**config.mk**
```make
export PLATFORM = sky130hd
export DESIGN_NAME = zigzag_buf
export DESIGN_NICKNAME = d
export VERILOG_FILES = /design/src/rtl/zigzag_buf.sv
export SDC_FILE = /design/constraint.sdc
export NUM_CORES = 1
export LEC_CHECK = 0
export ABC_CLOCK_PERIOD_IN_PS = 4850
export BUFFER_PORTS_ARGS = -buffer_cell sky130_fd_sc_hd__buf_2
export CAP_MARGIN = 20
export CORE_AREA = 2 2 363 275
export DETAILED_ROUTE_END_ITERATION = 8
export DIE_AREA = 0 0 365 277
export PLACE_DENSITY = 0.59
export SYNTH_ARGS = -nofsm -noshare
export SYNTH_HDL_FRONTEND = slang
export SYNTH_SLANG_ARGS = --single-unit
```
**constraint.sdc**
```tcl
create_clock -name clk -period 4.85 [get_ports clk]
set_clock_uncertainty 0.2 [all_clocks]
set_input_delay 0 -clock clk [delete_from_list [all_inputs] [get_ports clk]]
set_output_delay 0 -clock clk [all_outputs]
set_load 0.01 [all_outputs]
```
**src/rtl/zigzag_buf.sv**
```systemverilog
// Ping-pong 8x8 block buffer: raster-order coefficients in, JPEG zigzag order out.
// Define ZIGZAG_LAST_EN to add the out_last port, which marks zigzag index 63.
module zigzag_buf #(
    parameter int DATA_W = 8
) (
    input  logic              clk,
    input  logic              rst,
    input  logic [DATA_W-1:0] in_data,
    input  logic              in_valid,
    output logic              in_ready,
    output logic [DATA_W-1:0] out_data,
    output logic              out_valid,
    input  logic              out_ready
`ifdef ZIGZAG_LAST_EN
    ,
    output logic              out_last
`endif
);

    // Raster position read for zigzag output k
    localparam logic [5:0] ZZ [64] = '{
        6'd0,  6'd1,  6'd8,  6'd16, 6'd9,  6'd2,  6'd3,  6'd10,
        6'd17, 6'd24, 6'd32, 6'd25, 6'd18, 6'd11, 6'd4,  6'd5,
        6'd12, 6'd19, 6'd26, 6'd33, 6'd40, 6'd48, 6'd41, 6'd34,
        6'd27, 6'd20, 6'd13, 6'd6,  6'd7,  6'd14, 6'd21, 6'd28,
        6'd35, 6'd42, 6'd49, 6'd56, 6'd57, 6'd50, 6'd43, 6'd36,
        6'd29, 6'd22, 6'd15, 6'd23, 6'd30, 6'd37, 6'd44, 6'd51,
        6'd58, 6'd59, 6'd52, 6'd45, 6'd38, 6'd31, 6'd39, 6'd46,
        6'd53, 6'd60, 6'd61, 6'd54, 6'd47, 6'd55, 6'd62, 6'd63
    };

    typedef enum logic {
        S_IDLE,
        S_STREAM
    } state_t;

    logic [DATA_W-1:0] mem_q [128];

    logic              wb_q;
    logic [5:0]        wcnt_q;
    logic [1:0]        full_q;
    logic [1:0]        full_d;

    state_t            state_q;
    logic              rb_q;
    logic [5:0]        rcnt_q;
    logic [DATA_W-1:0] data_q;
    logic              valid_q;
    logic              last_q;

    logic              wr_fire;
    logic              wr_done;
    logic              rd_load;
    logic              rd_done;
    logic [6:0]        rd_addr;

    assign in_ready = ~full_q[wb_q];
    assign wr_fire  = in_valid & in_ready;
    assign wr_done  = wr_fire & (wcnt_q == 6'd63);

    // After index 63 is accepted rb already points at the other bank,
    // so full_q[rb_q] decides between a seamless restart and going idle.
    always_comb begin
        rd_load = 1'b0;
        case (state_q)
            S_IDLE:   rd_load = full_q[rb_q];
            S_STREAM: rd_load = out_ready & (~last_q | full_q[rb_q]);
            default:  rd_load = 1'b0;
        endcase
    end

    assign rd_done = rd_load & (rcnt_q == 6'd63);
    assign rd_addr = {rb_q, ZZ[rcnt_q]};

    // Set and clear never hit the same bank: the writer only fills an empty
    // bank and the reader only drains a full one.
    always_comb begin
        full_d = full_q;
        if (wr_done) full_d[wb_q] = 1'b1;
        if (rd_done) full_d[rb_q] = 1'b0;
    end

    always_ff @(posedge clk) begin
        if (wr_fire) mem_q[{wb_q, wcnt_q}] <= in_data;
    end

    always_ff @(posedge clk or posedge rst) begin
        if (rst) begin
            wb_q   <= 1'b0;
            wcnt_q <= 6'd0;
            full_q <= 2'b00;
        end else begin
            full_q <= full_d;
            if (wr_fire) begin
                wcnt_q <= wcnt_q + 6'd1;
                if (wr_done) wb_q <= ~wb_q;
            end
        end
    end

    always_ff @(posedge clk or posedge rst) begin
        if (rst) begin
            state_q <= S_IDLE;
            rb_q    <= 1'b0;
            rcnt_q  <= 6'd0;
            data_q  <= '0;
            valid_q <= 1'b0;
            last_q  <= 1'b0;
        end else begin
            case (state_q)
                S_IDLE: begin
                    if (rd_load) state_q <= S_STREAM;
                end
                S_STREAM: begin
                    if (out_ready && last_q && !full_q[rb_q]) begin
                        state_q <= S_IDLE;
                        valid_q <= 1'b0;
                        last_q  <= 1'b0;
                    end
                end
                default: state_q <= S_IDLE;
            endcase
            if (rd_load) begin
                data_q  <= mem_q[rd_addr];
                valid_q <= 1'b1;
                last_q  <= (rcnt_q == 6'd63);
                rcnt_q  <= rcnt_q + 6'd1;
                if (rd_done) rb_q <= ~rb_q;
            end
        end
    end

    assign out_data  = data_q;
    assign out_valid = valid_q;
`ifdef ZIGZAG_LAST_EN
    assign out_last  = last_q;
`endif

endmodule

```
# Word-level counts from Yosys, hierarchy flattened
# Memory sizes are Yosys's and may differ from the RTL's. A register that Yosys moved wholly into a read port is not among the register bits.
# Index checks and enable logic that the tools add are counted.
# word_totals
mem_count	2
word_cells	65
inputBits	12
mem_bits_ro	384
regBits	19
out_inout_bits	10
ramBits	1024
# mem_list
memory	depth	word_bits	rd	rd_clocked_by_memory_dff	wr	line_no	text
mem_q	128	8	1	1	1	37	logic [DATA_W-1:0] mem_q [128];
(no name shown)	64	6	1	0	0	73	assign rd_addr = {rb_q, ZZ[rcnt_q]};
# classes
mux	22
magnitude_cmp	5
n_addsub	2
n_bitwise	14
n_eq_ne	2
reduce_logical	10
# ops
operator	n
two-way mux 1 bit	14
adder 6 x 1 -> 6 bit (second input constant)	2
== test 6 bit (second input constant)	2
two-way mux 6 bit	2
>= comparator 7 bit (second input constant)	1
inverter 6 -> 7 bit	1
AND reduction 2 bit	3
inverter 1 bit	5
AND 1 bit	4
logical AND 1 bit	4
< comparator 1 x 2 -> 1 bit (second input constant)	2
two-way mux 2 bit	2
case mux 1 bit (2 select lines)	2
nonzero test 2 bit	2
AND 2 bit	1
demux 1 bit (select 1 bit)	2
>= comparator 1 bit (second input constant)	2
inverter 2 bit	1
bitwise OR 2 bit	1
zero test 1 bit	1
bitwise OR 1 bit	1

# Longest topological paths before layout
# logic_depth
word_depth	8
depth_mapped	17
depth_no_buf	12

# Least setup slack after synthesis
# Ideal clock, no wire load.
# synth_timing
path_kind	reg2reg
startpoint	register rcnt_q[0]
endpoint	register data_q[1] (netlist: out_data[1]) (read register of mem_q)
setup_ns	0.120
stages_incl_launch_ff	14
arrival_ns	3.172
synth_period_minus_slack_ns	3.493
path_buffers	2
setup_slack_ns	1.357
required_time_ns	4.530
path_cell_list	dfrtp_1 > inv_1 > ha_1 > mux2_2 > o211ai_1 > a21oi_1 > o21ai_1 > or3_1 > clkbuf_1 > clkbuf_1 > a311oi_1 > nor4_1 > nand4_1 > o211a_1
# synth_between
elab_chain_cells	4
# synth_rtl
item	line_no	text
start: declaration	46	logic [5:0] rcnt_q;
start signal: assignment	127	rcnt_q <= rcnt_q + 6'd1;
inverter 6 -> 7 bit (not written as such)	73	
memory (64 x 6 bit)	--	
two-way mux 6 bit (not written as such) (2 in series)	73	
end: declaration	47	logic [DATA_W-1:0] data_q;
# No other way between the ends. The select of a mux whose other input is x is not followed.
# A chain may end at the register's enable or synchronous reset.

# Final worst setup path
# layout_timing
startpoint	register rcnt_q[1]
endpoint	register data_q[2] (netlist: out_data[2]) (read register of mem_q)
# The elaborated chain is that of the path after synthesis.

==> reports/summary.txt <==
share of synthesized registers carrying an async set or reset = 0.02569
Max H-tree Level = 3
pin count of the biggest net entering global routing = 114
vias in the first global route = 26120
min Tclk post-route = 4.692 ns
CP peak stage delay = 0.48 ns
RSZ-0062 raised after global routing = false
ranking of synthesized cells by area = edfxtp_1, a211oi_1, mux2i_1
CP startpoint = rcnt_q[1]
clk_lat worst skew = 0.73 ns
Post-synth EDFFs = 1024
final hold viol count = 0
Diodes inserted = 0
P_leak = 17.06 nW
Max-cap violations = 0
maximum clock frequency = 213.1 MHz
R2R cell count = 14
GPL Wtd Cong = 0.9027
Max clock buf depth = 3
total power = 0.02016 W
Die Footprint = 0.1011 mm2
core area = 0.09809 mm2
Slew @ Worst Pin = 1.087 ns
HP Class = input pin to flip-flop
metal1 wirelength = 53700 um
Syn Nets = 2961
P&R area growth vs syn = 12.96%
Port Buffers = 21
CP required = 5.24 ns
first-pass detailed-route iteration total = 7
routed wl met3 = 11910 um
total track usage = 0.2362
top cell type by total area after synthesis = edfxtp_1
DPL Wire Length = 74690 um
HP Start = in_valid
row cnt = 100
first-pass GRT wire length = 175700 um
maximum vdd drop = 320.8 uV
critical path class = flip-flop to flip-flop
antenna-violating nets left = 0
pre-CTS setup slack = -0.1237 ns
Root Buffer = clkbuf_16
CP max stage cell = a311oi_4
sequential-to-total area share from yosys stat = 0.7216
Die W = 365 um
initial antenna violation count = 7
metal2 WL = 52150 um
Final Max Slew Viols = 0
crit-path cells = inv_1 -> ha_1 -> nand2b_1 -> a311oi_4 -> o2111ai_4 -> nand3_4 -> buf_12 -> buf_4 -> mux2i_1 -> o32ai_1 -> nor4_2 -> buf_4 -> and3_1 -> a211oi_2
R2R Path End = out_data[2]
Max Used Layer = met5
worst r2r src = rcnt_q[1]
crit-path max FO = 50
I/O pins = 22
top cell type's share of synthesized area = 0.7061
Top cell by count, worst path = buf_4
fraction of layout cells with a size suffix above 1 = 0.1268
die height = 277 um
Slew HR = 0.2755
Clock transition at path regs = 0.07 ns
Gate Count Post-Synth = 2933
arrival time of the worst setup path = 5.09 ns
CP endpoint kind = flip-flop
Setup crit start kind = flip-flop
count leader, synth = edfxtp_1
PwrDens = 409.7 mW/mm2
vias per cell = 6.144
clk sinks = 1051
Setup Buffers After CTS = 0
synth cell count leaders = edfxtp_1, nand2_1, a211oi_1
main flop type after synthesis = edfxtp_1
DRC viols = 0
Synth Register Bits = 1051
drt total wl = 120800 um
total global routing overflow = 0
Yosys warning count = 0
Synth Cell Area = 0.04355 mm2
Starting Density = 0.4439
Distinct cells, synth = 77
Num CTS Buffers = 101
Setup crit end = out_data[2]
Syn Area/Cell = 14.85 um2
period utilization = 0.9674
Finish-stage setup viols = 0
TritonCTS clock tree = yes
Final WS setup = 0.1583 ns
via count = 27090
drt wl/cell = 27.40 um
Worst R2R Setup Slack = 0.16 ns
nets = 3024
outcome = complete, no violations
DR iter-0 viols = 3463
registers in the layout, summed over array words and instances (netlist names):
register,flops
full_q,2
wcnt_q,6
mem_q,1024
rb_q,1
last_q,1
out_valid,1
wb_q,1
state_q,1
rcnt_q,6
out_data,8
worst max-delay path, delay by kind of cell, from the launching register on:
family	cells	cell delay (ns)
AO/OA/AOI/OAI	4	0.99
flip-flops	1	0.47
adder cells (fa/ha/maj)	1	0.29
buffers and inverters	4	1.18
AND/OR/NAND/NOR	4	1.18
multiplexers	1	0.24
cell type report:
| type | count | area, um2 |
|---|---|---|
| Clock buffer | 132 | 2734 |
| Clock inverter | 58 | 624.3 |
| Fill cell | 8204 | 48900 |
| Inverter | 13 | 48.80 |
| Multi-Input combinational cell | 1635 | 11050 |
| Sequential cell | 1051 | 31430 |
| Tap cell | 1326 | 1659 |
| Timing Repair Buffer | 194 | 1648 |
kinds of logic (layout without fill, tap and decap cells):
group	count (synthesis)	in the layout	share of synthesized area
compound gates	561	561	0.1000
buf+inv	248	397	0.02770
mux	200	200	0.04695
flops	1051	1051	0.7216
xor+xnor	12	12	0.002413
simple gates	845	846	0.09671
fa+ha+maj	16	16	0.004597
how the worst min path moves through the flow:
stage,endpoint,slack (ns),depth (start not counted)
3_5_place_dp,out_valid,-0.08,3
4_1_cts,wcnt_q[0],0.01,4
6_report,wcnt_q[0],0.06,4
5_1_grt,wcnt_q[0],0.06,4
2_1_floorplan,full_q[0],-0.15,1
3_3_place_gp,out_valid,-0.08,3
per-stage QoR:
step	cell area, um2	cells	util	setup TNS (ns)	hold WS (ns)
6_report	49190	4409	0.5015	0	0.05841
5_1_grt	49190	4409	0.5015	0	0.05520
4_1_cts	49140	4408	0.5009	0	0.01220
3_5_place_dp	45640	4205	0.4653	-0.1237	-0.07812
3_3_place_gp	45640	4205	0.4653	0	-0.08427
2_1_floorplan	43550	2933	-	0	-0.1473
report_power, final:
| part | total [W] | switching (W) | internal (W) |
|---|---|---|---|
| combinational | 0.00194 | 0.00140 | 0.000541 |
| clock | 0.00798 | 0.00349 | 0.00449 |
| sequential | 0.0102 | 0.0000879 | 0.0102 |
| total | 0.0202 | 0.00497 | 0.0152 |
cell usage in the layout, fill, tap and decap left out, drive strengths merged, types with 13 or more instances in the layout:
cell type	count
ha	16
edfxtp	1024
clkinv	39
clkbuf	132
nand3	93
dlygate4sd3	13
o31ai	43
nand4	44
o22ai	16
nor2	148
buf	181
mux2i	178
a21oi	15
mux2	21
dfrtp	27
inv	17
a211oi	255
o32ai	19
and4	14
o21ai	42
a2111oi	32
nand2	276
a311oi	67
and3	162
nor4	48
per-layer routing:
layer  up-vias  GRT usage
met5         -          0
met3       176    0.05550
met2      1284     0.3412
li1      11830          -
met4         2    0.05930
met1     13800     0.3592
repair_timing:
action	4_1_cts	5_1_grt
gates cloned	0	1
endpoints found under the hold margin	694	0
resized for setup	1	8
hold buffers	13	0
pin swaps	0	1
setup endpoints to repair	1	7
Power figures use the tool's default switching activity.
